==> src/rtl/tl_repeater_monitor.sv <==
// Protocol monitor for NUM_CH TileLink repeater channels.
// Violations set sticky flags, a saturating counter and a first-error capture.
module tl_repeater_monitor #(
   parameter int                  NUM_CH   = 2,
   parameter int                  STATE_W  = 4,
   parameter logic [STATE_W-1:0]  STATE_OK = {STATE_W{1'b1}},
   parameter int                  DATA_W   = 32,
   parameter int                  TIMEOUT  = 1024,
   parameter int                  CNT_W    = 8,
   localparam int                 CH_W     = (NUM_CH > 1) ? $clog2(NUM_CH) : 1
) (
   input  logic                        clock,
   input  logic                        reset_n,
   input  logic                        bypass,
   input  logic [NUM_CH-1:0]           ch_valid,
   input  logic [NUM_CH-1:0]           ch_ready,
   input  logic [NUM_CH-1:0]           ch_allow,
   input  logic [NUM_CH*STATE_W-1:0]   ch_state,
   input  logic [NUM_CH*DATA_W-1:0]    ch_data,
   input  logic                        clear,
   output logic [NUM_CH*4-1:0]         err_sticky,
   output logic                        err_any,
   output logic [CNT_W-1:0]            err_count,
   output logic                        first_valid,
   output logic [CH_W-1:0]             first_ch,
   output logic [1:0]                  first_code
);

   localparam int             SC_W    = (TIMEOUT > 0) ? $clog2(TIMEOUT + 1) : 1;
   localparam logic [SC_W-1:0] SC_MAX  = SC_W'(TIMEOUT);
   localparam logic [SC_W-1:0] SC_LAST = SC_W'((TIMEOUT > 0) ? TIMEOUT - 1 : 0);

   logic [NUM_CH-1:0]             stalled_q, stalled_d;
   logic [NUM_CH-1:0][DATA_W-1:0] data_q, data_d;
   logic [NUM_CH-1:0][SC_W-1:0]   stall_cnt_q, stall_cnt_d;

   logic [NUM_CH*4-1:0] viol;
   logic                any_viol;
   logic [CH_W-1:0]     pri_ch;
   logic [1:0]          pri_code;

   logic [NUM_CH*4-1:0] err_sticky_q, err_sticky_d;
   logic                err_any_q, err_any_d;
   logic [CNT_W-1:0]    err_count_q, err_count_d;
   logic                first_valid_q, first_valid_d;
   logic [CH_W-1:0]     first_ch_q, first_ch_d;
   logic [1:0]          first_code_q, first_code_d;

   // Per-channel violation terms and stall tracking; bypass masks checks and drops any stall in progress.
   always_comb begin
      viol        = '0;
      stalled_d   = '0;
      data_d      = '0;
      stall_cnt_d = stall_cnt_q;
      for (int i = 0; i < NUM_CH; i++) begin
         viol[i*4 + 0] = !bypass && ch_valid[i] &&
                         (ch_state[i*STATE_W +: STATE_W] != STATE_OK);
         viol[i*4 + 1] = !bypass && ch_valid[i] && !ch_allow[i];
         viol[i*4 + 2] = !bypass && stalled_q[i] &&
                         (!ch_valid[i] || (ch_data[i*DATA_W +: DATA_W] != data_q[i]));
         viol[i*4 + 3] = !bypass && (TIMEOUT != 0) && (stall_cnt_q[i] == SC_LAST) &&
                         ch_valid[i] && !ch_ready[i];

         stalled_d[i] = !bypass && ch_valid[i] && !ch_ready[i];
         data_d[i]    = bypass ? '0 : ch_data[i*DATA_W +: DATA_W];

         // Counter parks at TIMEOUT so the starvation term fires once per episode.
         if (!stalled_d[i]) begin
            stall_cnt_d[i] = '0;
         end else if (stall_cnt_q[i] != SC_MAX) begin
            stall_cnt_d[i] = stall_cnt_q[i] + SC_W'(1);
         end
      end
   end

   // Lowest channel, then lowest code, wins the first-error capture.
   always_comb begin
      pri_ch   = '0;
      pri_code = '0;
      any_viol = |viol;
      for (int i = NUM_CH - 1; i >= 0; i--) begin
         for (int c = 3; c >= 0; c--) begin
            if (viol[i*4 + c]) begin
               pri_ch   = CH_W'(i);
               pri_code = 2'(c);
            end
         end
      end
   end

   // Clear coinciding with a violation keeps only the new event.
   always_comb begin
      err_sticky_d  = clear ? viol : (err_sticky_q | viol);
      err_any_d     = |err_sticky_d;
      err_count_d   = err_count_q;
      first_valid_d = first_valid_q;
      first_ch_d    = first_ch_q;
      first_code_d  = first_code_q;

      if (clear) begin
         err_count_d   = any_viol ? CNT_W'(1) : '0;
         first_valid_d = any_viol;
         first_ch_d    = pri_ch;
         first_code_d  = pri_code;
      end else begin
         if (any_viol && (err_count_q != '1)) begin
            err_count_d = err_count_q + CNT_W'(1);
         end
         if (!first_valid_q && any_viol) begin
            first_valid_d = 1'b1;
            first_ch_d    = pri_ch;
            first_code_d  = pri_code;
         end
      end
   end

   always_ff @(posedge clock or negedge reset_n) begin
      if (!reset_n) begin
         stalled_q     <= '0;
         data_q        <= '0;
         stall_cnt_q   <= '0;
         err_sticky_q  <= '0;
         err_any_q     <= 1'b0;
         err_count_q   <= '0;
         first_valid_q <= 1'b0;
         first_ch_q    <= '0;
         first_code_q  <= '0;
      end else begin
         stalled_q     <= stalled_d;
         data_q        <= data_d;
         stall_cnt_q   <= stall_cnt_d;
         err_sticky_q  <= err_sticky_d;
         err_any_q     <= err_any_d;
         err_count_q   <= err_count_d;
         first_valid_q <= first_valid_d;
         first_ch_q    <= first_ch_d;
         first_code_q  <= first_code_d;
      end
   end

   assign err_sticky  = err_sticky_q;
   assign err_any     = err_any_q;
   assign err_count   = err_count_q;
   assign first_valid = first_valid_q;
   assign first_ch    = first_ch_q;
   assign first_code  = first_code_q;

endmodule

==> config.mk <==
export PLATFORM = sky130hd
export DESIGN_NAME = tl_repeater_monitor
export DESIGN_NICKNAME = d
export VERILOG_FILES = /design/src/rtl/tl_repeater_monitor.sv
export SDC_FILE = /design/constraint.sdc
export NUM_CORES = 1
export LEC_CHECK = 0
export ABC_AREA = 0
export ABC_CLOCK_PERIOD_IN_PS = 3200
export CORE_ASPECT_RATIO = 1.75
export CORE_UTILIZATION = 40
export CTS_BUF_LIST = sky130_fd_sc_hd__clkbuf_8
export DETAILED_ROUTE_END_ITERATION = 8
export PLACE_DENSITY = 0.62
export RECOVER_POWER = 100
export SYNTH_ARGS = -nofsm -noshare
export SYNTH_HDL_FRONTEND = slang
export SYNTH_SLANG_ARGS = --single-unit
==> constraint.sdc <==
create_clock -name clock -period 3.2 [get_ports clock]
set_input_delay 0.64 -clock clock [delete_from_list [all_inputs] [get_ports clock]]
set_output_delay 0.64 -clock clock [all_outputs]
set_load 0.01 [all_outputs]
-- Word-level counts from Yosys, hierarchy flattened
Cells that the tools add are included.
- register bits after elaboration: 109
- input port bits: 82
- logic and storage cells: 92
- add/subtract/negate cells: 3
- eq/ne operators: 11
- mux-type cells: 32
- bitwise gates (word level): 1
- reductions and logical operators: 34
- operators with widths (operator ; count):
    two-way mux 32 bit ; 2
    != test 32 bit ; 2
    two-way mux 11 bit ; 4
    two-way mux 8 bit ; 3
    adder 11 x 1 -> 11 bit, second input constant ; 2
    == test 11 x 10 -> 1 bit, second input constant ; 2
    != test 11 bit, second input constant ; 2
    logical AND 1 bit ; 20
    two-way mux 2 bit ; 10
    OR reduction 8 bit ; 2
    two-way mux 1 bit ; 13
    adder 8 x 1 -> 8 bit, second input constant ; 1
    logical NOT 1 bit ; 8
    != test 4 bit, second input constant ; 2
    != test 8 bit, second input constant ; 1
    OR 8 bit ; 1
    != test 2 x 1 -> 1 bit, second input constant ; 2
    nonzero test 2 bit ; 2
    logical OR 1 bit ; 2

-- Depth between registers and ports, before layout
Gate-level depths: netlist of the first run.
- word-level depth: 14
- mapped depth: 9
- gate-level depth less buffers: 8

-- Worst setup path after synthesis of the first run
OpenSTA, ideal clock, no wires.
- path type: input port to flip-flop
- from: in ch_data[46]
- to: reg err_count_q[6], in the netlist err_count[6]
- setup time: 0.120 ns
- data arrival time: 2.338 ns
- data required time: 3.080 ns
- path slack: 0.743 ns
- stages: 8
- path buffers: 1
- cells stage by stage: xor2_1 > nor4_1 > nand4_1 > o311a_4 > nor4_4 > buf_6 > o21bai_1 > and3_1
- cells in the longest elaborated chain, start to end: 6
- ends and longest elaborated chain (item ; RTL line ; source):
    from (decl) ; 19 ; input logic [NUM_CH*DATA_W-1:0] ch_data,
    != test 32 bit ; 60 ; (!ch_valid[i] || (ch_data[i*DATA_W +: DATA_W] != data_q[i]));
    logical OR 1 bit ; 60 ;
    logical AND 1 bit ; 59 ; viol[i*4 + 2] = !bypass && stalled_q[i] &&
    OR reduction 8 bit ; 80 ; any_viol = |viol;
    logical AND 1 bit ; 106 ; if (any_viol && (err_count_q != '1)) begin
    nonzero test 2 bit (no source line) ; n/a ;
    to (signal assigned) ; 134 ; err_count_q <= err_count_d;
    to (decl) ; 44 ; logic [CNT_W-1:0] err_count_q, err_count_d;
No other way between the ends.
A chain may end at the register's enable or synchronous reset.

-- Worst setup path in the final report of the first run
- from: in ch_valid[0]
- to: reg err_count_q[6], in the netlist err_count[6]
- cells in the longest elaborated chain, start to end: 6
- elaborated cells between the ends (all ways): 11
- ends and longest elaborated chain (item ; RTL line ; source):
    from (decl) ; 15 ; input logic [NUM_CH-1:0] ch_valid,
    logical NOT 1 bit ; 60 ;
    logical OR 1 bit ; 60 ;
    logical AND 1 bit ; 59 ;
    OR reduction 8 bit * ; 80 ;
    logical AND 1 bit * ; 106 ;
    nonzero test 2 bit (no source line) * ; n/a ;
Mark *: on every way between the ends. The rest lies on a longest branch, timed or not.

==> results of run 1 <==
## through the flow
step / setup TNS, ps / setup slack, ps / hold slack [ps] / power (W) / utilization, %
finish: 0 / 280.9 / 512.3 / 0.002652 / 53.44
global route: 0 / 102.3 / 530.5 / 0.002779 / 53.44
CTS: 0 / 340.3 / 327.5 / 0.002701 / 54.00
detailed placement: -74.71 / -52.11 / 484.8 / 0.001912 / 52.48
global placement: -111.8 / -55.81 / 494.5 / 0.001904 / 52.48
floorplan: 0 / 742.7 / 344.4 / 0.001667 / -
## worst max-delay path, cell delays in order
cell and delay (ps):
dlygate4sd3_1 580, nand2b_1 130, or2_2 310, nor3b_1 260, or3_2 220, nor4_4 50
buf_4 180, clkbuf_4 140, or4b_1 500, and3_1 180
## metal layers
metal	vias to the layer above	global-route usage [%]
met3	15	2.648
met4	0	7.333
met2	69	33.02
met5	-	0
met1	1757	21.45
li1	1761	-
## synth_stat cells (all sizes together), types with 2 or more instances
| cell type | instances | area, µm² |
|---|---|---|
| xor2 | 66 | 578.1 |
| o311a | 2 | 32.53 |
| nand3 | 12 | 60.06 |
| a21oi | 9 | 45.04 |
| o21ai | 12 | 60.06 |
| nand2b | 5 | 31.28 |
| or3 | 9 | 62.56 |
| xnor2 | 12 | 105.1 |
| nand2 | 16 | 60.06 |
| nor2 | 28 | 107.6 |
| o31ai | 2 | 15.01 |
| mux2 | 3 | 33.78 |
| inv | 13 | 48.79 |
| o311ai | 2 | 17.52 |
| and3 | 4 | 25.02 |
| nand4 | 7 | 43.79 |
| a21o | 5 | 38.79 |
| clkbuf | 11 | 41.29 |
| nor3 | 9 | 45.04 |
| nor2b | 67 | 419.2 |
| dfrtp | 109 | 2728 |
| or2 | 2 | 12.51 |
| or4b | 2 | 20.02 |
| nor4 | 18 | 127.6 |
| o2bb2ai | 2 | 17.52 |
| ha | 5 | 62.56 |
## layout by cell type, fill, tap and decap left out, drive strengths merged, types with 2 or more instances in the layout
cell type and n:
clkinv 3, ha 5, mux2 3, o311a 2, dlygate4sd3 26, clkbuf 24, clkinvlp 2, o311ai 2
a21o 5, or2 2, clkdlybuf4s50 74, nand2 16, a21oi 9, nor2b 67, nor4 18, xnor2 12
xor2 66, o21ai 12, and3 4, o31ai 2, nand3 12, buf 11, or3 9, nand4 7
dfrtp 109, nand2b 5, nor2 28, nor3 9, or4b 2, inv 14, o2bb2ai 2
## sequential cells by signal (all words and copies together), names as in the netlist
register     count
err_count        8
err_sticky       8
first_valid      1
data_q          64
first_ch         1
stall_cnt_q     22
stalled_q        2
first_code       2
err_any          1
## cell families after synthesis
| family | count (synthesis) | synth area share, % |
|---|---|---|
| AOI/OAI and AO/OA | 43 | 6.104 |
| xor gates and xnor gates | 78 | 13.72 |
| adders and majority gates | 5 | 1.256 |
| buffers and inverters | 25 | 2.035 |
| DFF | 109 | 54.76 |
| muxes | 4 | 0.8791 |
| and+or+nand+nor | 184 | 21.25 |
## layout make-up
cell class | count | area [µm²] | share of cell area, %
Sequential cell | 109 | 2728 | 42.29
Multi-Input combinational cell | 314 | 2136 | 33.11
Timing Repair Buffer | 125 | 1147 | 17.79
Tap cell | 165 | 206.4 | 3.201
Clock buffer | 10 | 137.6 | 2.134
Inverter | 13 | 48.80 | 0.7565
Clock inverter | 6 | 46.29 | 0.7177
## power breakdown
group / total (W) / internal [W] / switching [W]
clock network: 0.000789 / 0.000309 / 0.000480
logic: 0.000387 / 0.000213 / 0.000174
registers: 0.00148 / 0.00144 / 0.0000369
total: 0.00265 / 0.00196 / 0.000691
## worst max-delay path by stage
| stage | from | end | slack (ps) | cells past startpoint |
|---|---|---|---|---|
| after floorplan | ch_data[46] | err_count[6] | 740 | 8 |
| after global placement | ch_data[2] | err_any | -60 | 8 |
| after detailed placement | ch_data[30] | err_any | -50 | 9 |
| after CTS | ch_data[30] | err_any | 340 | 9 |
| after global routing | bypass | err_count[6] | 100 | 9 |
| final | ch_valid[0] | err_count[6] | 280 | 10 |
==> tab_implementation.tex, run 1 <==
\begin{tabular}{lr}
\hline
Metric & Value \\
\hline
\multicolumn{2}{l}{\textbf{Floorplan}} \\
\quad Starting utilization of the core area & between 40\% and 50\% \\
\quad Width of the die & around 86 µm \\
\quad Cell Rows & 53 \\
\quad Core region area & approximately 12000 µm² \\
\quad DIE AREA & around 13000 µm² \\
\quad Number of top-level design ports & around 100 \\
\quad Vertical die dimension & $\sim$150 µm \\
\multicolumn{2}{l}{\textbf{Pwr}} \\
\quad Pwr Density & between 400 and 500 nW/µm² \\
\quad Total leakage power & 2.885 nW \\
\quad Maximum vdd ir drop & between 200 and 250 µV \\
\multicolumn{2}{l}{\textbf{Placed design}} \\
\quad Final HPWL DP & just over 8000 µm \\
\quad Standard cell area after detailed placement & between 6000 and 7000 µm² \\
\quad Routability cong. & around 0.78 \\
\quad Number of input and output port buffers inserted & about 100 \\
\quad Placed Cells incl. Taps & $\sim$730 \\
\multicolumn{2}{l}{\textbf{Detailed routing}} \\
\quad Met3 routed wirelength & 376 µm \\
\quad DRC errors left & 0 \\
\quad Final routed wirelength across all metal layers & about 11000 µm \\
\quad Metal2 WL & around 5800 µm \\
\quad Wirelength per Cell & 14.68 µm \\
\quad Highest metal layer with signal wires & met4 \\
\quad First-iteration detailed-routing DRC count & a little over 100 \\
\quad ANT nets after route & 0 \\
\quad Met1 Routed Length & approximately 4500 µm \\
\quad Number of vias per cell & roughly 4.9 \\
\quad Vias after detailed routing & 3602 \\
\quad Detailed-routing iteration count for the pre-antenna-repair pass & 4 \\
\multicolumn{2}{l}{\textbf{Critical path}} \\
\quad Cell count of the worst reg-to-reg path & 10 \\
\quad Critical R2R Launch & stall\_cnt\_q[0] \\
\quad Kind of critical path & primary input to flop \\
\quad Kind of start point of the critical path & primary input \\
\quad Setup slack on the worst flop-to-flop path & 390 ps \\
\quad Largest fanout on the critical path & 12 \\
\quad CP Capture Type & flop \\
\quad R2r endpoint & err\_count[6] \\
\quad Required time at the worst-slack endpoint & 3460 ps \\
\quad Data arrival time at the worst-slack endpoint & 3180 ps \\
\multicolumn{2}{l}{\textbf{Logic synthesis}} \\
\quad Yosys warning total & 0 \\
\quad Net count of the mapped netlist & 535 \\
\quad EDFF count, synth & 0 \\
\quad Fraction of registers with async set/reset & 100.0\% \\
\quad Post-Syn Instances & 448 \\
\quad Area of the mapped netlist & about 5000 µm² \\
\quad Dominant synthesized flop cell & dfrtp\_1 \\
\quad Yosys reg bits & $\sim$110 \\
\quad Proportion of synthesized chip area in sequential cells & between 50\% and 60\% \\
\quad Syn avg cell area & 11.12 µm² \\
\quad Synth cell types & 48 \\
\multicolumn{2}{l}{\textbf{Timing}} \\
\quad Setup repair after global routing missed its margin & no \\
\quad Slew Limit Fails & 0 \\
\quad Max-Slew Margin vs Limit & a little under a tenth \\
\quad Maximum clock rate & 342.6 MHz \\
\quad Slew at the pin closest to its max-slew limit & $\sim$1400 ps \\
\quad Number of hold violations in the final report & 0 \\
\quad Period utilisation layout & 91.22\% \\
\quad Setup violators final & 0 \\
\quad Post-route clock skew & $\sim$17 ps \\
\quad Minimum clock period after layout & 2919 ps \\
\multicolumn{2}{l}{\textbf{Run status}} \\
\quad Result of the run & finished clean \\
\multicolumn{2}{l}{\textbf{Clock tree}} \\
\quad Post\_cts resized & 0 \\
\quad Insertion delay to the later sink of the worst-skew pair & about 370 ps \\
\quad Inserted Clock Buffers & 9 \\
\quad Clock transition at path regs & about 100 ps \\
\quad Number of sinks driven by the clock tree & between 100 and 150 \\
\quad Maximum root-to-sink buffer count & 2 \\
\quad Post-CTS Setup Inserts & 0 \\
\quad CTS root buf & clkbuf\_8 \\
\quad CTS tree & built \\
\quad Number of H-tree branching levels & 3 \\
\quad Number of buffers inserted for hold repair after clock tree synthesis & 0 \\
\multicolumn{2}{l}{\textbf{Finish}} \\
\quad Post-Layout Inst Area & between 6000 and 7000 µm² \\
\quad Fillcell total & 1142 \\
\quad Area growth, synth to finish & 29.49\% \\
\quad Number of nets in the finished design & approximately 660 \\
\quad Non-filler cells, final & 742 \\
\quad Share of layout cells above drive strength 1 & about 8.0\% \\
\quad Antenna cell count & 0 \\
\multicolumn{2}{l}{\textbf{Hold path}} \\
\quad Beginning of the worst hold path & err\_sticky[1] \\
\quad Worst hold path endpoint & err\_sticky[1] \\
\quad Worst hold path cell count & 1 \\
\quad Worst hold path type & flop to flop \\
\multicolumn{2}{l}{\textbf{Global route}} \\
\quad Final global-route overflow total & 0 \\
\quad Via count of the first global-routing pass & 3764 \\
\quad Overall track demand over capacity in global routing & a little under a fifth \\
\quad Number of antenna violations at the first check in global routing & 0 \\
\quad Maximum number of pins on one net before global-route repair & between 60 and 70 \\
\quad Wire length of the first global-routing pass & 18150 µm \\
\multicolumn{2}{l}{\textbf{Run}} \\
\quad Number of max-cap violations & 0 \\
\hline
\end{tabular}
(Power assumes the default switching activity.)
==> inputs of run 2 (changes only) <==
- CORE_UTILIZATION: 40 -> 53
- PLACE_DENSITY: 0.62 -> 0.79
==> run 2 against run 1 <==
- fmax is 0.21% higher
- worst setup slack better by 6.1 ps
- sequential share of layout area is 0.79 points higher
- sequential power hardly changed
- routed wire length is 2.8% lower
- critical path depth is 1 lower
- sequential cell count stayed put
- core utilization is 16 points higher
- clock skew is 7.2 ps lower
- register-to-register slack better by 120 ps
- critical path type unchanged
- largest cell class unchanged
- highest routed layer unchanged
==> tab_implementation.tex, run 2 (synthesis results as in run 1) <==
\begin{tabular}{lr}
\hline
Metric & Value \\
\hline
\multicolumn{2}{l}{\textbf{Clock tree}} \\
\quad Inserted Clock Buffers & 9 (unchanged) \\
\quad Number of H-tree branching levels & 3 (unchanged) \\
\quad Insertion delay to the later sink of the worst-skew pair & 370 ps (about the same) \\
\quad CTS root buf & clkbuf\_8 (unchanged) \\
\quad Maximum root-to-sink buffer count & 2 (unchanged) \\
\quad Number of buffers inserted for hold repair after clock tree synthesis & 0 (unchanged) \\
\quad Post-CTS Setup Inserts & 0 (unchanged) \\
\quad Number of sinks driven by the clock tree & 109 (unchanged) \\
\quad CTS tree & built (unchanged) \\
\quad Clock transition at path regs & 90 ps (was 100 ps) \\
\quad Post\_cts resized & 0 (unchanged) \\
\multicolumn{2}{l}{\textbf{Pwr}} \\
\quad Post-layout power & 0.002674 W (was 0.002652 W) \\
\quad Pwr Density & 422.3 nW/µm² (was 411.1 nW/µm²) \\
\quad Maximum vdd ir drop & 303.6 µV (was 216.4 µV) \\
\quad Total leakage power & 2.856 nW (was 2.885 nW) \\
\multicolumn{2}{l}{\textbf{Run status}} \\
\quad Result of the run & finished clean (unchanged) \\
\multicolumn{2}{l}{\textbf{Floorplan}} \\
\quad Vertical die dimension & 130.2 µm (was 149.6 µm) \\
\quad Core region area & 9094 µm² (was 12070 µm²) \\
\quad Width of the die & 75.28 µm (was 86.36 µm) \\
\quad DIE AREA & 9805 µm² (was 12920 µm²) \\
\quad Starting utilization of the core area & 54.77\% (was 41.27\%) \\
\quad Cell Rows & 46 (was 53) \\
\quad Number of top-level design ports & 103 (unchanged) \\
\multicolumn{2}{l}{\textbf{Finish}} \\
\quad Fillcell total & 738 (was 1142) \\
\quad Flip-flop count of the largest register after layout & 64 (unchanged) \\
\quad Share of layout cells above drive strength 1 & 6.360\% (was 7.972\%) \\
\quad Number of nets in the finished design & 648 (was 659) \\
\quad Largest registers & data\_q x64, stall\_cnt\_q x22 (unchanged) \\
\quad Most common library cell in the layout ignoring fill and taps & dfrtp\_1 (unchanged) \\
\quad Top library cells by usage in the layout, fill and taps aside & dfrtp\_1, clkdlybuf4s50\_1, nor2b\_1 (unchanged) \\
\quad Register Area & 2728 µm² (unchanged) \\
\quad Area of the multi-input gates & 2136 µm² (unchanged) \\
\quad Antenna cell count & 0 (unchanged) \\
\quad Area growth, synth to finish & 27.13\% (was 29.49\%) \\
\quad Largest register by flop count & data\_q (unchanged) \\
\multicolumn{2}{l}{\textbf{Critical path}} \\
\quad Largest fanout on the critical path & 11 (was 12) \\
\quad Crit path launch & ch\_data[30] (was ch\_valid[0]) \\
\quad Required time at the worst-slack endpoint & 3460 ps (about the same) \\
\quad Kind of critical path & primary input to flop (unchanged) \\
\quad Data arrival time at the worst-slack endpoint & 3170 ps (was 3180 ps) \\
\quad Critical R2R Launch & stall\_cnt\_q[0] (unchanged) \\
\quad Kind of start point of the critical path & primary input (unchanged) \\
\quad CP Capture Type & flop (unchanged) \\
\multicolumn{2}{l}{\textbf{Timing}} \\
\quad Post-route clock skew & 9.664 ps (was 16.91 ps) \\
\quad Setup repair after global routing missed its margin & no (unchanged) \\
\quad Setup violators final & 0 (unchanged) \\
\quad Number of hold violations in the final report & 0 (unchanged) \\
\quad Max-Slew Margin vs Limit & 4.273\% (was 9.473\%) \\
\quad Minimum clock period after layout & 2913 ps (was 2919 ps) \\
\quad Period utilisation layout & 91.03\% (was 91.22\%) \\
\quad Hold WS & 512.3 ps (about the same) \\
\quad Slew Limit Fails & 0 (unchanged) \\
\quad Slew at the pin closest to its max-slew limit & 1436 ps (was 1358 ps) \\
\quad Maximum clock rate & 343.3 MHz (was 342.6 MHz) \\
\quad Final worst-path setup slack & 287.0 ps (was 280.9 ps) \\
\multicolumn{2}{l}{\textbf{Hold path}} \\
\quad Beginning of the worst hold path & err\_sticky[0] (was err\_sticky[1]) \\
\quad Worst hold path type & flop to flop (unchanged) \\
\multicolumn{2}{l}{\textbf{Detailed routing}} \\
\quad Vias after detailed routing & 3624 (was 3602) \\
\quad First-iteration detailed-routing DRC count & 157 (was 102) \\
\quad DRC errors left & 0 (unchanged) \\
\quad Number of vias per cell & 5.283 (was 4.854) \\
\quad Wirelength per Cell & 15.44 µm (was 14.68 µm) \\
\quad Final routed wirelength across all metal layers & 10590 µm (was 10890 µm) \\
\quad Detailed-routing iteration count for the pre-antenna-repair pass & 4 (unchanged) \\
\quad ANT nets after route & 0 (unchanged) \\
\multicolumn{2}{l}{\textbf{Placed design}} \\
\quad Final HPWL DP & 7750 µm (was 8086 µm) \\
\quad Setup Slack @ Placement & -11.15 ps (was -52.11 ps) \\
\quad Routability cong. & 0.8243 (was 0.7803) \\
\quad Number of input and output port buffers inserted & 102 (unchanged) \\
\multicolumn{2}{l}{\textbf{Global route}} \\
\quad Overall track demand over capacity in global routing & 23.61\% (was 18.28\%) \\
\quad Wire length of the first global-routing pass & 17190 µm (was 18150 µm) \\
\quad Via count of the first global-routing pass & 3758 (was 3764) \\
\quad Number of antenna violations at the first check in global routing & 0 (unchanged) \\
\quad Maximum number of pins on one net before global-route repair & 61 (was 63) \\
\quad Final global-route overflow total & 0 (unchanged) \\
\multicolumn{2}{l}{\textbf{Run}} \\
\quad Number of max-cap violations & 0 (unchanged) \\
\hline
\end{tabular}
run 2: changes by cell type in the layout (fill, tap and decap cells not counted), sizes merged:
| cell | change |
|---|---|
| buf | -6 |
| clkbuf | -5 |
| clkdlybuf4s50 | -4 |
| dlygate4sd3 | +4 |
| clkinv | -3 |
| inv | +2 |
| bufinv | +1 |
run 2: worst paths after layout:
kind                       slack [ps]  cells past startpoint       endpoint
max                               290                      9   err_count[5]
min                               510                      1  err_sticky[0]
max reg2reg                       510                     10   err_count[4]
min reg2reg                       510                      1  err_sticky[0]
max in group asynchronous         650                      2     data_q[51]
min in group asynchronous         600                      1     data_q[59]
run 2: where the power goes:
part	total [W]	switching, W	internal [W]	leakage, nW
Clock	0.000820	0.000444	0.000375	0.102
Combinational	0.000378	0.000174	0.000204	1.32
Sequential	0.00148	0.0000375	0.00144	1.43
run 2: area by class of cell:
type / instances / area share, %
Clock buffer: 10 / 2.173
Clock inverter: 6 / 0.8892
Inverter: 13 / 0.7706
Multi-Input combinational cell: 314 / 33.73
Sequential cell: 109 / 43.07
Tap cell: 120 / 2.371
Timing Repair Buffer: 114 / 16.99
run 2: through the flow:
| step | util (%) | cell area (µm²) | std cells | setup TNS, ps |
|---|---|---|---|---|
| finish | 69.63 | 6332 | 686 | 0 |
| CTS | 70.25 | 6389 | 686 | 0 |
| global placement | 68.12 | 6195 | 670 | -6.495 |
| detailed placement | 68.12 | 6195 | 670 | -11.15 |
| global route | 69.63 | 6332 | 686 | 0 |
| floorplan | - | 4981 | 448 | 0 |
run 2: worst max-delay path, stage by stage:
cell	delay, ps
dlygate4sd3_1	560
xor2_1	150
nor4_1	360
nand3_1	160
o311a_2	490
nor4_4	260
buf_4	210
nor3_1	80
mux2_2	270
run 2: layer usage:
metal	share of wire, %	GRT usage [%]	up-vias
met4	2.2	9.150	0
met3	3.8	3.861	19
met5	0	0	-
met2	56	41.96	83
met1	38	27.83	1787
li1	-	-	1735
